### src/rtl/tsc_ctrl_pkg.sv
// Shared definitions for the TSC multi-cycle control sequencer: state
// encodings, opcode/func constants, instruction classes and the datapath
// select bundle driven during EX/WB.
package tsc_ctrl_pkg;

  // Sequencer state encodings (also exported on state_dbg)
  localparam logic [2:0] ST_IF        = 3'd0;
  localparam logic [2:0] ST_ID        = 3'd1;
  localparam logic [2:0] ST_EX        = 3'd2;
  localparam logic [2:0] ST_WB        = 3'd3;
  localparam logic [2:0] ST_STOP      = 3'd4;
  localparam logic [2:0] ST_STEP_WAIT = 3'd5;

  // Instruction encodings
  localparam logic [3:0] OPCODE_ADI   = 4'd4;
  localparam logic [3:0] OPCODE_LHI   = 4'd6;
  localparam logic [3:0] OPCODE_JMP   = 4'd9;
  localparam logic [3:0] OPCODE_RTYPE = 4'd15;
  localparam logic [5:0] FUNC_ADD     = 6'd0;
  localparam logic [5:0] FUNC_WWD     = 6'd28;

  typedef enum logic [2:0] {
    CLS_ILL = 3'd0,
    CLS_JMP = 3'd1,
    CLS_WWD = 3'd2,
    CLS_ADD = 3'd3,
    CLS_ADI = 3'd4,
    CLS_LHI = 3'd5
  } instr_class_t;

  typedef struct packed {
    logic reg_dst;
    logic alu_src;
    logic lhi_sel;
    logic pc_src;
  } sel_t;

  // Instructions that finish in ID (no EX/WB phase)
  function automatic logic is_short(input instr_class_t cls);
    return (cls == CLS_JMP) || (cls == CLS_WWD) || (cls == CLS_ILL);
  endfunction

endpackage

### src/rtl/tsc_ctrl_decode.sv
// Combinational opcode/func decoder: instruction class plus select bundle.
// Ports: i_opcode (IR[15:12]), i_func (IR[5:0]) -> o_cls, o_sel.
// Unsupported opcodes and R-type funcs decode to CLS_ILL with all selects 0.
module tsc_ctrl_decode
  import tsc_ctrl_pkg::*;
(
  input  logic [3:0]   i_opcode,
  input  logic [5:0]   i_func,
  output instr_class_t o_cls,
  output sel_t         o_sel
);

  always_comb begin
    o_cls = CLS_ILL;
    o_sel = '0;
    case (i_opcode)
      OPCODE_JMP: begin
        o_cls        = CLS_JMP;
        o_sel.pc_src = 1'b1;
      end
      OPCODE_ADI: begin
        o_cls         = CLS_ADI;
        o_sel.alu_src = 1'b1;
      end
      OPCODE_LHI: begin
        o_cls         = CLS_LHI;
        o_sel.lhi_sel = 1'b1;
      end
      OPCODE_RTYPE: begin
        if (i_func == FUNC_ADD) begin
          o_cls         = CLS_ADD;
          o_sel.reg_dst = 1'b1;
        end else if (i_func == FUNC_WWD) begin
          o_cls = CLS_WWD;
        end
      end
      default: ;
    endcase
  end

endmodule

### src/rtl/tsc_mc_control.sv
// Multi-cycle IF/ID/EX/WB control sequencer for the TSC CPU datapath.
// Ports: clk/reset_cpu/cpu_enable, IR fields opcode/func, current pc in;
//        datapath strobes, mux selects, status (stopped, num_inst, state_dbg) out.
// Optional macro TSC_SINGLE_STEP_EN adds step_btn and a STEP_WAIT state.
module tsc_mc_control
  import tsc_ctrl_pkg::*;
#(
  parameter int PC_W      = 16,
  parameter int MEM_DEPTH = 46,
  parameter int CNT_W     = 16
) (
  input  logic             clk,
  input  logic             reset_cpu,
  input  logic             cpu_enable,
  input  logic [3:0]       opcode,
  input  logic [5:0]       func,
  input  logic [PC_W-1:0]  pc,
`ifdef TSC_SINGLE_STEP_EN
  input  logic             step_btn,
`endif
  output logic             ir_write,
  output logic             pc_write,
  output logic             pc_src,
  output logic             reg_write,
  output logic             reg_dst,
  output logic             alu_src,
  output logic             lhi_sel,
  output logic             wwd_valid,
  output logic             illegal,
  output logic             stopped,
  output logic [CNT_W-1:0] num_inst,
  output logic [2:0]       state_dbg
);

  logic [2:0]       r_state;
  logic [2:0]       w_next;
  logic [2:0]       w_after_retire;
  logic [CNT_W-1:0] r_num_inst;
  instr_class_t     w_cls;
  sel_t             w_dec_sel;
  sel_t             w_sel;
  logic             w_pc_ovf;
  logic             w_en;
  logic             w_ir_write, w_pc_write, w_reg_write, w_wwd, w_ill;
  logic             w_step_edge;

  tsc_ctrl_decode u_decode (
    .i_opcode (opcode),
    .i_func   (func),
    .o_cls    (w_cls),
    .o_sel    (w_dec_sel)
  );

  // All-ones PC falls out of this compare naturally as overflow
  assign w_pc_ovf = (pc >= PC_W'(MEM_DEPTH));

  // Strobes only fire while enabled and out of reset; selects are pure state decode
  assign w_en = cpu_enable & ~reset_cpu;

`ifdef TSC_SINGLE_STEP_EN
  logic r_step_s1, r_step_s2, r_step_s3;

  always_ff @(posedge clk) begin
    if (reset_cpu) begin
      r_step_s1 <= 1'b0;
      r_step_s2 <= 1'b0;
      r_step_s3 <= 1'b0;
    end else begin
      r_step_s1 <= step_btn;
      r_step_s2 <= r_step_s1;
      r_step_s3 <= r_step_s2;
    end
  end

  // Edge is only consumed in STEP_WAIT; elsewhere it simply expires
  assign w_step_edge    = r_step_s2 & ~r_step_s3;
  assign w_after_retire = ST_STEP_WAIT;
`else
  assign w_step_edge    = 1'b0;
  assign w_after_retire = ST_IF;
`endif

  // Moore output decode
  always_comb begin
    w_ir_write  = 1'b0;
    w_pc_write  = 1'b0;
    w_reg_write = 1'b0;
    w_wwd       = 1'b0;
    w_ill       = 1'b0;
    w_sel       = '0;
    case (r_state)
      ST_IF: w_ir_write = ~w_pc_ovf;
      ST_ID: begin
        w_sel.pc_src = w_dec_sel.pc_src;
        w_pc_write   = is_short(w_cls);
        w_wwd        = (w_cls == CLS_WWD);
        w_ill        = (w_cls == CLS_ILL);
      end
      ST_EX: begin
        w_sel        = w_dec_sel;
        w_sel.pc_src = 1'b0;
      end
      ST_WB: begin
        w_sel        = w_dec_sel;
        w_sel.pc_src = 1'b0;
        w_reg_write  = 1'b1;
        w_pc_write   = 1'b1;
      end
      default: ;
    endcase
  end

  always_comb begin
    w_next = r_state;
    case (r_state)
      ST_IF:        w_next = w_pc_ovf ? ST_STOP : ST_ID;
      ST_ID:        w_next = is_short(w_cls) ? w_after_retire : ST_EX;
      ST_EX:        w_next = ST_WB;
      ST_WB:        w_next = w_after_retire;
      ST_STOP:      w_next = ST_STOP;
`ifdef TSC_SINGLE_STEP_EN
      ST_STEP_WAIT: w_next = w_step_edge ? ST_IF : ST_STEP_WAIT;
`endif
      default:      w_next = ST_IF;
    endcase
  end

  always_ff @(posedge clk) begin
    if (reset_cpu) begin
      r_state    <= ST_IF;
      r_num_inst <= '0;
    end else if (cpu_enable) begin
      r_state <= w_next;
      // Retire coincides with every PC update
      if (w_pc_write) r_num_inst <= r_num_inst + CNT_W'(1);
    end
  end

  assign ir_write  = w_ir_write  & w_en;
  assign pc_write  = w_pc_write  & w_en;
  assign reg_write = w_reg_write & w_en;
  assign wwd_valid = w_wwd       & w_en;
  assign illegal   = w_ill       & w_en;
  assign pc_src    = w_sel.pc_src;
  assign reg_dst   = w_sel.reg_dst;
  assign alu_src   = w_sel.alu_src;
  assign lhi_sel   = w_sel.lhi_sel;
  assign stopped   = (r_state == ST_STOP);
  assign num_inst  = r_num_inst;
  assign state_dbg = r_state;

endmodule

### config.mk
export PLATFORM = sky130hd
export DESIGN_NAME = tsc_mc_control
export DESIGN_NICKNAME = d
export VERILOG_FILES = /design/src/rtl/tsc_ctrl_pkg.sv /design/src/rtl/tsc_ctrl_decode.sv /design/src/rtl/tsc_mc_control.sv
export SDC_FILE = /design/constraint.sdc
export NUM_CORES = 1
export LEC_CHECK = 0
export BUFFER_PORTS_ARGS = -buffer_cell sky130_fd_sc_hd__buf_4
export CORE_MARGIN = 2
export CORE_UTILIZATION = 49
export DETAILED_ROUTE_END_ITERATION = 16
export PLACE_DENSITY = 0.95
export SLEW_MARGIN = 0
export SYNTH_ARGS = -nofsm -noshare
export SYNTH_HDL_FRONTEND = slang
export SYNTH_SLANG_ARGS = --single-unit
### constraint.sdc
create_clock -name clk -period 3.6 [get_ports clk]
set_input_delay 0.18 -clock clk [delete_from_list [all_inputs] [get_ports clk]]
set_output_delay 0.18 -clock clk [all_outputs]
set_load 0.02 [all_outputs]
==> reports/results.env <==
PLACE_AREA_UM2=1640
COMBINATIONAL_FAMILY_WITH_THE_MOST_AREA_AFTER_SYNTHESIS='simple AND/OR/NAND/NOR gates'
POWER.DENSITY_CELL_AREA_nW_PER_UM2=223
MOSTFREQUENTLAYOUTCELLS='buf_4, dfxtp_1, nor2_1'
TIMING.HOLD.WORST.CLASS='in2reg'
WORST_PATH_MAX_DELAY_CELL='a2111oi_4'
GRT_REMAINING_OVERFLOW=0
PRE_CTS_SLACK_NS=1.33
SEQ_POWER_SHARE_PCT=57.3
DP.FINAL_HPWL_MM=2.42
SYNTHCELLS=151
SYNTH-EDFF-COUNT=0
ROWS=18
WORST-R2R-CELL-COUNT=4
COMPOUND_GATE_PORTION_OF_THE_SYNTHESIZED_AREA_PCT=15.9
POST-CTS-SETUP-BUFFERS=0
CTS_SINKS=19
GRTUSAGETOTAL_PCT=22.9
CORE-AREA_UM2=2430
GRT_PASS1_VIAS=1243
DRT_PASS1_ITERATIONS=4
TRITONCTS='built'
MAX_FREQ_MHz=424
CLKPWRFRAC_PCT=29.4
FINAL_DESIGN_AREA_NO_FILL_UM2=1670
SYNTHADDERAREAFRAC_PCT=1.02
SYNTH_SEQUENTIAL_AREA_RATIO_PCT=31.0
P_INT_mW=0.281
CRITICAL_PATH.STARTPOINT_TYPE='flop'
WORSTPATHCELLLIST='nor2b_1, a2111oi_4, nor4_1, buf_4'
SYNTH_AREA_PER_CELL_UM2=8.14
SHARE_OF_SYNTHESIZED_FLIP_FLOPS_WITH_AN_ASYNCHRONOUS_SET_OR_RESET_PCT=0
NUM-NETS-FINAL=234
CTS_HTREE_LEVELS=1
CTS-HOLD-FIX-BUFFERS=0
TIMING.MAX_SLEW.REL_SLACK_PCT=32.6
RSZ0062_AT_GRT='no'
DIE_OUTLINE_AREA_UM2=2920
CLKLATENCYLATEPIN_NS=0.29
WORST_HOLD_PATH_STAGE_COUNT=3
TRANSITION_TIME_AT_THE_PIN_WITH_THE_LEAST_SLEW_MARGIN_NS=1.01
POST_SYNTH_INSTANCE_AREA_UM2=1230
DRIVE_GT1_SHARE_PCT=35.5
CRITICAL-PATH-TOP-DELAY-FAMILY='compound AO/OA/AOI/OAI gates'
WORST-PATH-STAGES=4
POWER.COMBINATIONAL.FRACTION_PCT=13.3
CPPEAKSTAGEDELAY_NS=0.95
FP.DIEH_UM=54.1
AREA_SHARE_OF_XOR_XNOR_CELLS_IN_THE_SYNTHESIZED_DESIGN_PCT=0
YOSYSUNIQUECELLTYPES=39
WORSTPATHREQUIRED_NS=3.42
CLK_PIN_SLEW_NS=0.10
SLEW_VIOLATIONS=0
WORSTPATHARRIVAL_NS=2.18
CELL_AT_THE_ROOT_OF_THE_CLOCK_TREE='clkbuf_4'
IOPINCOUNT=58
TIMING.HOLD.WS_NS=0.229
CTS-ROOT-TO-SINK-BUFFERS=2
TOTALNEGATIVESETUPSLACK_NS=0
N_ANTENNA_CELL=0
PERIOD_SHARE_PCT=65.5
YOSYS_WARNINGS=0
CHIPWIDTH_UM=54.1
NUMBER_OF_CLOCK_BUFFERS_INSERTED_BY_TRITONCTS=3
FRACTION_OF_POWER_SPENT_SWITCHING_NETS_PCT=24.3
SYNTH_SIMPLE_GATE_AREA_SHARE_PCT=40.4
PORT_BUFFERS=56
FINAL_CRITICAL_PATH_SETUP_SLACK_NS=1.24
POST_ROUTE_ANT_NETS=0
OUTCOME='finished, final reports clean'
DRCVIOLATIONCOUNT=0
CP_MAX_FO=21
DRT_WL_TOTAL_MM=3.22
FIRST_ITER_VIOLATIONS=24
MAX_CAP_VIOL_COUNT=0
ROUTED_WIRE_LENGTH_PER_INSTANCE_UM=13.8
CTS_RESIZED=0
POWER.SWITCHING_mW=0.0903
ANTENNA_VIOLATIONS_BEFORE_REPAIR=0
RD_PLACE_CONGESTION=0.858
SYN2LAYOUT_AREA_GROWTH_PCT=35.6
AVGVIACOUNTPERCELL=6.09
SYNTHDOMINANTAREACELLTYPE='dfxtp_1'
CLOCK_SKEW_NS=0.00997
PIN_COUNT_OF_THE_BIGGEST_NET_ENTERING_GLOBAL_ROUTING=31
TIMING_HOLD_VIOLATIONS_FINAL=0
SYNTH.TOP_CELLS.BY_AREA='dfxtp_1, mux2_2, a21oi_1, o31ai_1, or4_1'
SYNTH-MAIN-FF-CELL='dfxtp_1'
MAPPEDNETLISTNETS=181
STATIC-LEAKAGE-POWER_nW=0.662
FLOORPLAN.INITIALDENSITY_PCT=50.5
CRITPATHBUFINV=1
SETUP_VIOLATIONS=0
SYNTH.AREA.MUX_SHARE_PCT=6.42
YOSYS_REGISTER_BITS=19
LAYOUT_COMMONEST_CELL='buf_4'
CRITPATHKIND='reg2out'
FINALCOREUTILIZATION_PCT=68.5
CLOCK_PERIOD_MINUS_WORST_SLACK_NS=2.36
IR_WORST_VDD_mV=0.238
GRT_PASS1_WL_MM=5.08
NUM_VIAS=1418
SYNTH_TOP_AREA_SHARE_PCT=31.0
CRITPATHCAPTURETYPE='output port'
## area by class of cell
type,count,area (um2)
Fill cell,214,766
Multi-Input combinational cell,120,783
Inverter,3,11.3
Sequential cell,19,380
Clock buffer,4,26.3
Timing Repair Buffer,57,428
Tap cell,30,37.5
## stage by stage
step	power (mW)	std cells
after CTS	0.370	233
after detailed placement	0.266	229
after floorplan	0.236	151
final	0.371	233
after global routing	0.389	233
after global placement	0.264	229
## power by group through the flow
stage               clock, mW  sequential (mW)  combinational (mW)
floorplan                   0            0.218              0.0186
global placement            0            0.217              0.0468
detailed placement          0            0.217              0.0489
CTS                     0.109            0.213              0.0490
global route            0.122            0.213              0.0534
finish                  0.109            0.213              0.0492
## routing by layer
layer  GRT usage [%]  share of wire [%]
met5               0                  0
met4            6.25                1.2
met3            2.78                 10
met2            43.7                 48
met1            26.4                 40
## logic make-up after synthesis
family          Yosys count
compound gates           28
fa+ha+maj                 1
buf+inv                  12
flops                    19
mux                       7
simple gates             84
## path summary, 6_finish.rpt
path	slack, ns	end	start
max	1.24	pc_write	state_dbg[2]
min	0.23	state_dbg[1]	cpu_enable
max reg2reg	1.41	num_inst[12]	state_dbg[2]
min reg2reg	0.51	num_inst[6]	num_inst[6]
## synthesized netlist by cell type (2+ instances only)
cell / n
o31ai_1: 8
clkbuf_2: 2
buf_2: 2
buf_6: 2
nor4b_1: 2
nor3b_1: 3
or3_1: 3
dfxtp_1: 19
nand2_1: 10
clkbuf_1: 2
inv_1: 2
nor2b_1: 8
nor2_1: 14
or4b_2: 2
nand4_1: 3
and4_1: 2
mux2_2: 6
nand3_1: 5
and3_1: 3
nor3_1: 6
o21ai_0: 2
nand2b_1: 2
o2111ai_1: 2
a21oi_1: 13
nor4_1: 7
or4_1: 8
## worst register-to-register path, cell delays in order, from the launching register on
cell,delay [ns]
dfxtp_1,0.48
nor2b_1,0.15
a2111oi_4,0.95
nor3_1,0.17
mux2_1,0.34
## registers in the layout, summed over array words and instances (netlist names)
name and count:
num_inst 16, state_dbg 3
(Power assumes the default switching activity.)
